===== src/rtl/serial_adder_ctrl_pkg.sv =====
// Shared constants for the bit-serial adder: FSM encodings, default width, counter sizing.
package serial_adder_ctrl_pkg;

  localparam int DEFAULT_WIDTH = 8;

  localparam logic [1:0] ST_IDLE = 2'd0;
  localparam logic [1:0] ST_RUN  = 2'd1;
  localparam logic [1:0] ST_DONE = 2'd2;

  // Counter must hold 0..WIDTH-1; never narrower than one bit.
  function automatic int cnt_bits(input int width);
    return (width < 2) ? 1 : $clog2(width + 1);
  endfunction

endpackage


===== src/rtl/serial_adder_ctrl_if.sv =====
// Request/result bundle of the serial adder; Ovf_o exists only with SERIAL_ADDER_OVF_EN.
interface serial_adder_ctrl_if
  import serial_adder_ctrl_pkg::*;
#(
  parameter int WIDTH = DEFAULT_WIDTH
);

  logic             Start_i;
  logic [WIDTH-1:0] A_i;
  logic [WIDTH-1:0] B_i;
  logic             C_i;
  logic             Busy_o;
  logic             Done_o;
  logic [WIDTH-1:0] S_o;
  logic             C_o;

`ifdef SERIAL_ADDER_OVF_EN
  logic             Ovf_o;

  modport master (output Start_i, A_i, B_i, C_i,
                  input  Busy_o, Done_o, S_o, C_o, Ovf_o);
  modport slave  (input  Start_i, A_i, B_i, C_i,
                  output Busy_o, Done_o, S_o, C_o, Ovf_o);
`else
  modport master (output Start_i, A_i, B_i, C_i,
                  input  Busy_o, Done_o, S_o, C_o);
  modport slave  (input  Start_i, A_i, B_i, C_i,
                  output Busy_o, Done_o, S_o, C_o);
`endif

endinterface


===== src/rtl/full_adder.sv =====
// One-bit full adder cell, purely combinational (zero latency, no flow control).
module full_adder (
  input  logic a,
  input  logic b,
  input  logic ci,
  output logic s,
  output logic co
);

  assign s  = a ^ b ^ ci;
  assign co = (a & b) | (ci & (a ^ b));

endmodule


===== src/rtl/serial_adder_ctrl.sv =====
// Bit-serial adder: one full_adder cell, LSB first; Done_o WIDTH cycles after accept, Start_i ignored while busy.
// Optional signed-overflow output under SERIAL_ADDER_OVF_EN.
module serial_adder_ctrl
  import serial_adder_ctrl_pkg::*;
#(
  parameter int WIDTH = DEFAULT_WIDTH
) (
  input  logic               Clk_i,
  input  logic               Rst_ni,
  serial_adder_ctrl_if.slave bus
);

  localparam int            CW   = cnt_bits(WIDTH);
  localparam logic [CW-1:0] LAST = CW'(WIDTH - 1);

  logic [1:0]       state;
  logic [CW-1:0]    cnt;
  logic [WIDTH-1:0] a_sh;
  logic [WIDTH-1:0] b_sh;
  logic [WIDTH-1:0] s_sh;
  logic [WIDTH-1:0] s_nxt;
  logic [WIDTH-1:0] s_q;
  logic             cy_q;
  logic             c_q;
  logic             fa_s;
  logic             fa_co;
  logic             last_bit;

  full_adder u_fa (
    .a  (a_sh[0]),
    .b  (b_sh[0]),
    .ci (cy_q),
    .s  (fa_s),
    .co (fa_co)
  );

  // New sum bit enters at the MSB so the LSB lands at bit 0 after WIDTH shifts.
  assign s_nxt    = (s_sh >> 1) | (WIDTH'(fa_s) << (WIDTH - 1));
  assign last_bit = (state == ST_RUN) && (cnt == LAST);

  always_ff @(posedge Clk_i or negedge Rst_ni) begin
    if (!Rst_ni) begin
      state <= ST_IDLE;
      cnt   <= '0;
      a_sh  <= '0;
      b_sh  <= '0;
      s_sh  <= '0;
      cy_q  <= 1'b0;
      s_q   <= '0;
      c_q   <= 1'b0;
    end else begin
      case (state)
        ST_IDLE: begin
          if (bus.Start_i) begin
            a_sh  <= bus.A_i;
            b_sh  <= bus.B_i;
            cy_q  <= bus.C_i;
            cnt   <= '0;
            state <= ST_RUN;
          end
        end
        ST_RUN: begin
          s_sh <= s_nxt;
          a_sh <= a_sh >> 1;
          b_sh <= b_sh >> 1;
          cy_q <= fa_co;
          cnt  <= cnt + 1'b1;
          if (last_bit) begin
            s_q   <= s_nxt;
            c_q   <= fa_co;
            state <= ST_DONE;
          end
        end
        ST_DONE: state <= ST_IDLE;
        default: state <= ST_IDLE;
      endcase
    end
  end

`ifdef SERIAL_ADDER_OVF_EN
  logic ovf_q;

  // Carry into the MSB is cy_q during the last bit; carry out is fa_co.
  always_ff @(posedge Clk_i or negedge Rst_ni) begin
    if (!Rst_ni) begin
      ovf_q <= 1'b0;
    end else if (last_bit) begin
      ovf_q <= cy_q ^ fa_co;
    end
  end

  assign bus.Ovf_o = ovf_q;
`endif

  assign bus.Busy_o = (state != ST_IDLE);
  assign bus.Done_o = (state == ST_DONE);
  assign bus.S_o    = s_q;
  assign bus.C_o    = c_q;

endmodule

===== src/flat_wrapper.sv =====
// flat-port wrapper written by rule: the top's interface ports become plain ports
module serial_adder_ctrl_flat import serial_adder_ctrl_pkg::*;
#(
  parameter int WIDTH = DEFAULT_WIDTH
)
  (Clk_i, Rst_ni, bus_Start_i, bus_A_i, bus_B_i, bus_C_i, bus_Busy_o, bus_Done_o, bus_S_o, bus_C_o);
  serial_adder_ctrl_if #(.WIDTH(WIDTH)) bus_i ();
  input  logic Clk_i;
  input  logic Rst_ni;
  input wire logic [$bits(bus_i.Start_i)-1:0] bus_Start_i;
  input wire logic [$bits(bus_i.A_i)-1:0] bus_A_i;
  input wire logic [$bits(bus_i.B_i)-1:0] bus_B_i;
  input wire logic [$bits(bus_i.C_i)-1:0] bus_C_i;
  output wire logic [$bits(bus_i.Busy_o)-1:0] bus_Busy_o;
  output wire logic [$bits(bus_i.Done_o)-1:0] bus_Done_o;
  output wire logic [$bits(bus_i.S_o)-1:0] bus_S_o;
  output wire logic [$bits(bus_i.C_o)-1:0] bus_C_o;
  assign bus_i.Start_i = bus_Start_i;
  assign bus_i.A_i = bus_A_i;
  assign bus_i.B_i = bus_B_i;
  assign bus_i.C_i = bus_C_i;
  assign bus_Busy_o = bus_i.Busy_o;
  assign bus_Done_o = bus_i.Done_o;
  assign bus_S_o = bus_i.S_o;
  assign bus_C_o = bus_i.C_o;
  serial_adder_ctrl #(.WIDTH(WIDTH)) u_core (.Clk_i(Clk_i), .Rst_ni(Rst_ni), .bus(bus_i));
endmodule

===== config.mk =====
export PLATFORM = sky130hd
export DESIGN_NAME = serial_adder_ctrl_flat
export DESIGN_NICKNAME = d
export VERILOG_FILES = /design/src/rtl/serial_adder_ctrl_pkg.sv /design/src/rtl/serial_adder_ctrl_if.sv /design/src/rtl/full_adder.sv /design/src/rtl/serial_adder_ctrl.sv /design/src/flat_wrapper.sv
export SDC_FILE = /design/constraint.sdc
export NUM_CORES = 1
export LEC_CHECK = 0
export CAP_MARGIN = 20
export CORE_UTILIZATION = 55
export CTS_CLUSTER_DIAMETER = 80
export DETAILED_ROUTE_END_ITERATION = 10
export GPL_TIMING_DRIVEN = 0
export PLACE_DENSITY = 0.85
export SLEW_MARGIN = 20
export SYNTH_ARGS = -nofsm -noshare
export SYNTH_HDL_FRONTEND = slang
export SYNTH_SLANG_ARGS = --single-unit

===== constraint.sdc =====
create_clock -name Clk_i -period 2.3 [get_ports Clk_i]
set_input_delay 0.46 -clock Clk_i [delete_from_list [all_inputs] [get_ports Clk_i]]
set_output_delay 0.46 -clock Clk_i [all_outputs]
set_load 0.02 [all_outputs]

* After elaboration in Yosys (flattened, before gate mapping)
Cells that the tools add are included.
** Word-level totals
- Logic and storage cells :: 38
- Flip-flop bits (word level) :: 40
- Output and inout bits :: 11
- Input bits :: 20
** Cells by class
- Add/sub/neg operators :: 1
- Mux-type cells :: 11
- Eq/ne operators :: 5
- Bitwise logic cells :: 6
- Reduce and logical (&&, ||, !) cells :: 7
** Operators by type and width (number)
- $pmux W8 S2 :: 2
- $mux W8 :: 2
- $or A7 B8 Y8 :: 1
- $pmux W4 S2 :: 1
- $reduce_and A2 Y1 :: 3
- $add A4 B1 Y4 const B :: 1
- $eq A4 B3 Y1 const B :: 1
- $mux W2 :: 2
- $mux W4 :: 1
- $pmux W2 S2 :: 1
- $reduce_bool A2 Y1 :: 2
- $and A1 B1 Y1 :: 2
- $eq A2 B1 Y1 const B :: 1
- $eq A2 B2 Y1 const B :: 1
- $logic_not A2 Y1 :: 1
- $ne A2 B1 Y1 const B :: 1
- $ne A2 B2 Y1 const B :: 1
- $pmux W1 S2 :: 1
- $xor A1 B1 Y1 :: 2
- $logic_and A1 B1 Y1 :: 1
- $mux W1 :: 1
- $or A1 B1 Y1 :: 1

* Logic depth before layout (Yosys ltp)
Gate-level depths: netlist of run 1.
- Depth in word-level cells :: 4
- Depth in mapped cells :: 5

* Hierarchy
A second synthesis of run 1 with hierarchy kept.
** Second synthesis, totals
- Cells, all modules :: 162
- Area total of the unflattened synthesis :: 1705.4 µm²
** Modules (own cells, without submodules)
- serial_adder_ctrl :: area each 1685.4 µm², sequential area each 975.9 µm², cells each 161, times used 1
- full_adder :: area each 20.0 µm², sequential area each 0.0 µm², cells each 1, times used 1

* Least setup slack after synthesis of run 1
OpenSTA, ideal clock, no wires.
- Path kind :: register -> output
- Start point :: reg u_core.state[1]
- End point :: out bus_Done_o
- Cell stages (with the launch flop) :: 4
- Data arrival time :: 1.185 ns
- Data required time :: 1.840 ns
- Setup slack :: 0.655 ns
- Path through :: dfrtp_1 clkbuf_1 clkbuf_1 and2b_1
** On the way
- Cells in the longest elaborated chain, start to end :: 1
** Ends and longest elaborated chain
- start: declaration :: line serial_adder_ctrl.sv:16 : logic [1:0] state;
- start signal: assignment :: line serial_adder_ctrl.sv:43 : state <= ST_IDLE;
- start signal: assignment :: line serial_adder_ctrl.sv:59 : state <= ST_RUN;
- start signal: assignment :: line serial_adder_ctrl.sv:71 : state <= ST_DONE;
- $eq A2 B2 Y1 :: line serial_adder_ctrl.sv:96 : assign bus.Done_o = (state == ST_DONE);
- end: declaration :: line flat_wrapper.sv:15 : output wire logic [$bits(bus_i.Done_o)-1:0] bus_Done_o;
No other way between the ends.

* Worst setup path in the final report of run 1
Same ends and word-level chain as after synthesis.

==> results of run 1 <==
==> logic make-up after synthesis <==
logic type / count (synthesis) / share of synthesized area
compound gates: 54 / 0.1810
simple gates: 54 / 0.1569
fa+ha+maj: 2 / 0.01845
buf+inv: 10 / 0.02626
flops: 39 / 0.5536
mux: 10 / 0.06388
==> critical path, cell delays in order, from the launching register on <==
cell             delay (ps)
dfrtp_2                 380
clkbuf_2                230
and2b_1                 170
clkdlybuf4s50_1         600
==> stage by stage <==
stage	hold WS, ps	utilization
4_1_cts	71.16	0.7209
5_1_grt	83.28	0.7209
2_1_floorplan	164.4	-
6_report	66.44	0.7209
3_3_place_gp	461.7	0.6939
3_5_place_dp	442.7	0.7012
==> layout make-up <==
type / count / area [um^2] / share of cell area
clock buffer: 6 / 41.29 / 0.01876
sequential: 39 / 977.2 / 0.4440
multi-input combinational: 120 / 740.7 / 0.3366
timing repair buffer: 32 / 329.1 / 0.1495
buffer: 9 / 45.04 / 0.02047
clock inverter: 2 / 12.51 / 0.005685
tap: 44 / 55.05 / 0.02501
==> registers in the layout, indices dropped and copies added, names as in the netlist <==
name,cells
u_core.bus.C_o,1
u_core.bus.S_o,8
u_core.b_sh,8
u_core.cnt,4
u_core.a_sh,8
u_core.s_sh,7
u_core.state,2
u_core.cy_q,1
==> power by group through the flow <==
stage          sequential, uW  clock (uW)  combinational [uW]
2_1_floorplan            1230           0                 695
3_3_place_gp             1170           0                1120
3_5_place_dp             1200           0                1180
4_1_cts                  1180         341                1200
5_1_grt                  1220         370                1310
6_report                 1180         330                1190
==> cell usage after synthesis <==
cell and number:
o311ai_0 1, o21ai_0 17, dfrtp_1 39, nand3_1 2
nand2_1 27, clkbuf_1 8, nor3_4 1, o21ai_1 1
nand2b_1 1, a21oi_1 18, nor2_1 2, buf_6 1
mux2_2 10, o21bai_1 1, ha_1 1, or2_2 1
a22oi_1 14, a22o_1 2, fa_1 1, nor2b_1 18
and3b_1 1, and2b_1 1, buf_2 1
==> per-layer routing <==
layer,GRT usage,wire [um],up-vias
li1,-,-,666
met3,0.05055,237,5
met5,0,0,-
met4,0.07823,37,0
met1,0.3314,1647,699
met2,0.3941,1876,46
==> worst paths after layout <==
path                       cells after the start  slack (ps)             from           endpoint
setup / recovery                               3         140  u_core.state[1]         bus_Done_o
min in group Clk_i                             2         500   u_core.s_sh[1]     u_core.s_sh[1]
max in group asynchronous                      2        1760           Rst_ni    u_core.state[1]
setup reg to reg                               5         420  u_core.state[1]  u_core.bus.S_o[1]
hold / removal                                 1          70           Rst_ni     u_core.a_sh[6]
hold reg to reg                                2         500   u_core.s_sh[1]     u_core.s_sh[1]
==> timing repair <==
action                                  4_1_cts  5_1_grt
buffers inserted                              1        0
hold endpoints to repair                      0        0
resized for setup                             4        0
endpoints found under the setup margin        2        0
==> results_dict.tcl, run 1 <==
set metrics [dict create \
    fp.dieH_um 58.62 \
    internal_power_uw 1638 \
    synthCells 169 \
    yosysTopAreaCellShare 0.5536 \
    worst_slew_pin_slew_ps 486.6 \
    place_hpwl_mm 2.712 \
    ir_drop_mv 0.7772 \
    tns_ps 0 \
    pre_cts_slack_ps -151.8 \
    firstDrtPassIters 6 \
    wl_per_cell_um 15.08 \
    place_inst 244 \
    antenna_found_initial 0 \
    h-tree-depth 2 \
    yosysUniqueCellTypes 23 \
    fin_area_mm2 0.002201 \
    area_growth_syn_to_layout_pct 24.84 \
    core-area_mm2 0.003053 \
    end_kind "output port" \
    drive_above_1_share 0.1298 \
    rsz0062_at_grt "false" \
    final_cells 252 \
    min_period_ps 2163 \
    grt_max_degree 21 \
    powerDensity_mw_per_mm2 1228 \
    p_comb_frac 0.440 \
    clk_pin_slew_worst_paths_ps 110 \
    ys_seq_area_frac 0.5536 \
    syn_nets 191 \
    place_congestion 0.7988 \
    yosysWarnings 0 \
    detail_route.wirelength_mm 3.799 \
    overflow 0 \
    power.leakage_uw 0.0009626 \
    die_x_um 58.62 \
    fin_nets 229 \
    clock_latency_ps 330 \
    drv_cap 0 \
    cts_buffers 5 \
    worstPathMaxFanout 10 \
    p_switching_uw 1066 \
    drt_iter0_drc 92 \
    place_area_mm2 0.002141 \
    cts.root.buffer_cell "clkbuf_4" \
    drv_slew 0 \
    clkPwrFrac 0.122 \
    synth_top_cell_by_area "dfrtp_1" \
    final-hold-violation-count 0 \
    fmaxAchievable_ghz 0.4622 \
    start_util 0.5775 \
    ys_ff_latch 39 \
    cts.sinks 39 \
    synth_area_leaders "dfrtp_1, mux2_2, nor2b_1, a22oi_1, nand2_1" \
    critPathKind "reg -> out" \
    numPortBuffers 30 \
    rows 20 \
    num_vias 1416 \
    holdBufCountCts 0 \
    arrival_ps 1700 \
    drc_errors 0 \
    pin_count 31 \
    nFillCells 241 \
    final_cell_mix "dfrtp_1, clkdlybuf4s50_1, nand2_1" \
    startpoint_type "flop" \
    setup_viol 0 \
    cts_buffer_depth 2 \
    syn_area_per_cell_um2 10.43 \
    cts_tree "done" \
    antenna_cells 0 \
    ant_nets 0 \
    status "finished, final reports clean" \
    grt.total_usage 0.2433 \
    layout_commonest_cell "dfrtp_1" \
    fin_ws_ps 136.7 \
    syn_area_mm2 0.001763 \
    swShare 0.3943 \
    maxSlewHeadroom 0.6746 \
    grt_pass1_vias 1343 \
    required_ps 1840 \
    p_seq_frac 0.438 \
    power.total_uw 2704 \
    skew_ps 5.422 \
    viasPerCell 5.619 \
    die-area_mm2 0.003436 \
    hold_class "in -> async" \
    min_period_over_period 0.9406 \
    grt_pass1_wl_mm 6.113 \
]
Note: power is estimated with default switching activity, not from simulation.
==> run 2, diff against run 1 <==
==> constraint.sdc (replaced) <==
create_clock -name Clk_i -period 2.3 [get_ports Clk_i]
set_input_delay 0.23 -clock Clk_i [delete_from_list [all_inputs] [get_ports Clk_i]]
set_output_delay 0.23 -clock Clk_i [all_outputs]
set_load 0.02 [all_outputs]
==> results_dict.tcl, run 2 (synthesis results as in run 1) <==
set metrics [dict create \
    detail_route.wirelength_mm 3.781 \
    grt_util_met2 0.3941 \
    fp.dieH_um 58.62 \
    worstPathMaxFanout 15 \
    setup_viol 0 \
    pin_count 31 \
    drt_iter0_drc 71 \
    end_kind "output port" \
    grt.total_usage 0.2429 \
    start_util 0.5775 \
    arrival_ps 1940 \
    drv_slew 0 \
    skew_ps 4.783 \
    antenna_found_initial 0 \
    viasPerCell 5.599 \
    hold_class "in -> async" \
    overflow 0 \
    final-hold-violation-count 0 \
    required_ps 2070 \
    rows 20 \
    drc_errors 0 \
    cts.sinks 39 \
    grt_max_degree 21 \
    status "finished, final reports clean" \
    min_period_over_period 0.9429 \
    grt-busiest-layer "met2" \
    worst_slew_pin_slew_ps 498.9 \
    maxSlewHeadroom 0.6674 \
    whs_ps 381.5 \
    critPathLaunch "u_core.state[1]" \
    firstDrtPassIters 4 \
    h-tree-depth 2 \
    min_period_ps 2169 \
    nFillCells 236 \
    reg2reg_to "u_core.bus.S_o[1]" \
    final_cell_mix "dfrtp_1, clkdlybuf4s50_1, nand2_1" \
    cts_buffer_depth 2 \
    tns_ps 0 \
    antenna_cells 0 \
    final_cells 252 \
    powerDensity_mw_per_mm2 1226 \
    use_met3 0.05055 \
    fin_nets 229 \
    wl_per_cell_um 15.00 \
    die-area_mm2 0.003436 \
    area_growth_syn_to_layout_pct 24.98 \
    place_inst 244 \
    clock_latency_ps 330 \
    rr_worst_depth 4 \
    cts_setup_buffers 0 \
    drv_cap 0 \
    fin_area_mm2 0.002203 \
    multi_input_area_um2 740.7 \
    place_hpwl_mm 2.712 \
    place_area_mm2 0.002141 \
    grt_pass1_vias 1353 \
    critPathKind "reg -> out" \
    regToRegStartpoint "u_core.state[1]" \
    ant_nets 0 \
    core-area_mm2 0.003053 \
    numPortBuffers 30 \
    cts_tree "done" \
    layout_commonest_cell "dfrtp_1" \
    cts_buffers 5 \
    rrSetupSlack_ps 470 \
    die_x_um 58.62 \
    crit_end "bus_Busy_o" \
    cts.root.buffer_cell "clkbuf_4" \
    pre_cts_slack_ps 78.18 \
    met1_usage 0.3299 \
    power.leakage_uw 0.0009598 \
    place_congestion 0.7988 \
    seqCellArea_um2 977.2 \
    ir_drop_mv 0.7749 \
    fmaxAchievable_ghz 0.4611 \
    drive_above_1_share 0.1202 \
    startpoint_type "flop" \
    rsz0062_at_grt "false" \
    grt_pass1_wl_mm 6.127 \
    num_vias 1411 \
    fin_ws_ps 131.3 \
    clk_pin_slew_worst_paths_ps 110 \
]
-- run 2: layer usage --
layer  vias up  routed length (um)
met1       693                1678
li1        670                   -
met4         0                  17
met2        45                1880
met5         -                   0
met3         3                 205
-- run 2: area by class of cell --
class,instances,share of cell area
multi-input combinational,120,0.3362
tap,44,0.02499
timing repair buffer,32,0.1511
clock inverter,2,0.005679
buffer,9,0.01988
clock buffer,6,0.01874
sequential,39,0.4435
-- run 2: what timing repair did --
action / in CTS / in global routing
hold endpoints to repair: 19 / 0
setup endpoints to repair: 2 / 0
resized for setup: 2 / 0
hold buffers: 1 / 0
-- run 2: where the power goes --
group / total [uW] / internal (uW) / switching (uW)
Combinational: 1170 / 551 / 621
Sequential: 1200 / 969 / 228
Clock: 332 / 118 / 214
Total: 2700 / 1640 / 1060
-- run 2: critical path: stages (launching register included) --
cell and delay [ps]:
dfrtp_2 530, clkbuf_2 240, or2_2 300, clkdlybuf4s50_1 540
-- run 2: per-stage QoR --
step,util,power [uW]
3_3_place_gp,0.6939,2289
6_report,0.7217,2701
2_1_floorplan,-,1926
4_1_cts,0.7217,2720
3_5_place_dp,0.7012,2380
5_1_grt,0.7217,2895
-- run 2: worst min-delay path by stage --
stage                               from                 to  slack (ps)  cells past startpoint
after floorplan                   Rst_ni     u_core.a_sh[0]         -70                      0
after global placement    u_core.s_sh[1]     u_core.s_sh[1]         460                      2
after detailed placement          Rst_ni     u_core.a_sh[6]         210                      1
after CTS                         Rst_ni  u_core.bus.S_o[5]         380                      2
after global routing              Rst_ni     u_core.a_sh[6]         420                      2
final                             Rst_ni     u_core.a_sh[6]         380                      2
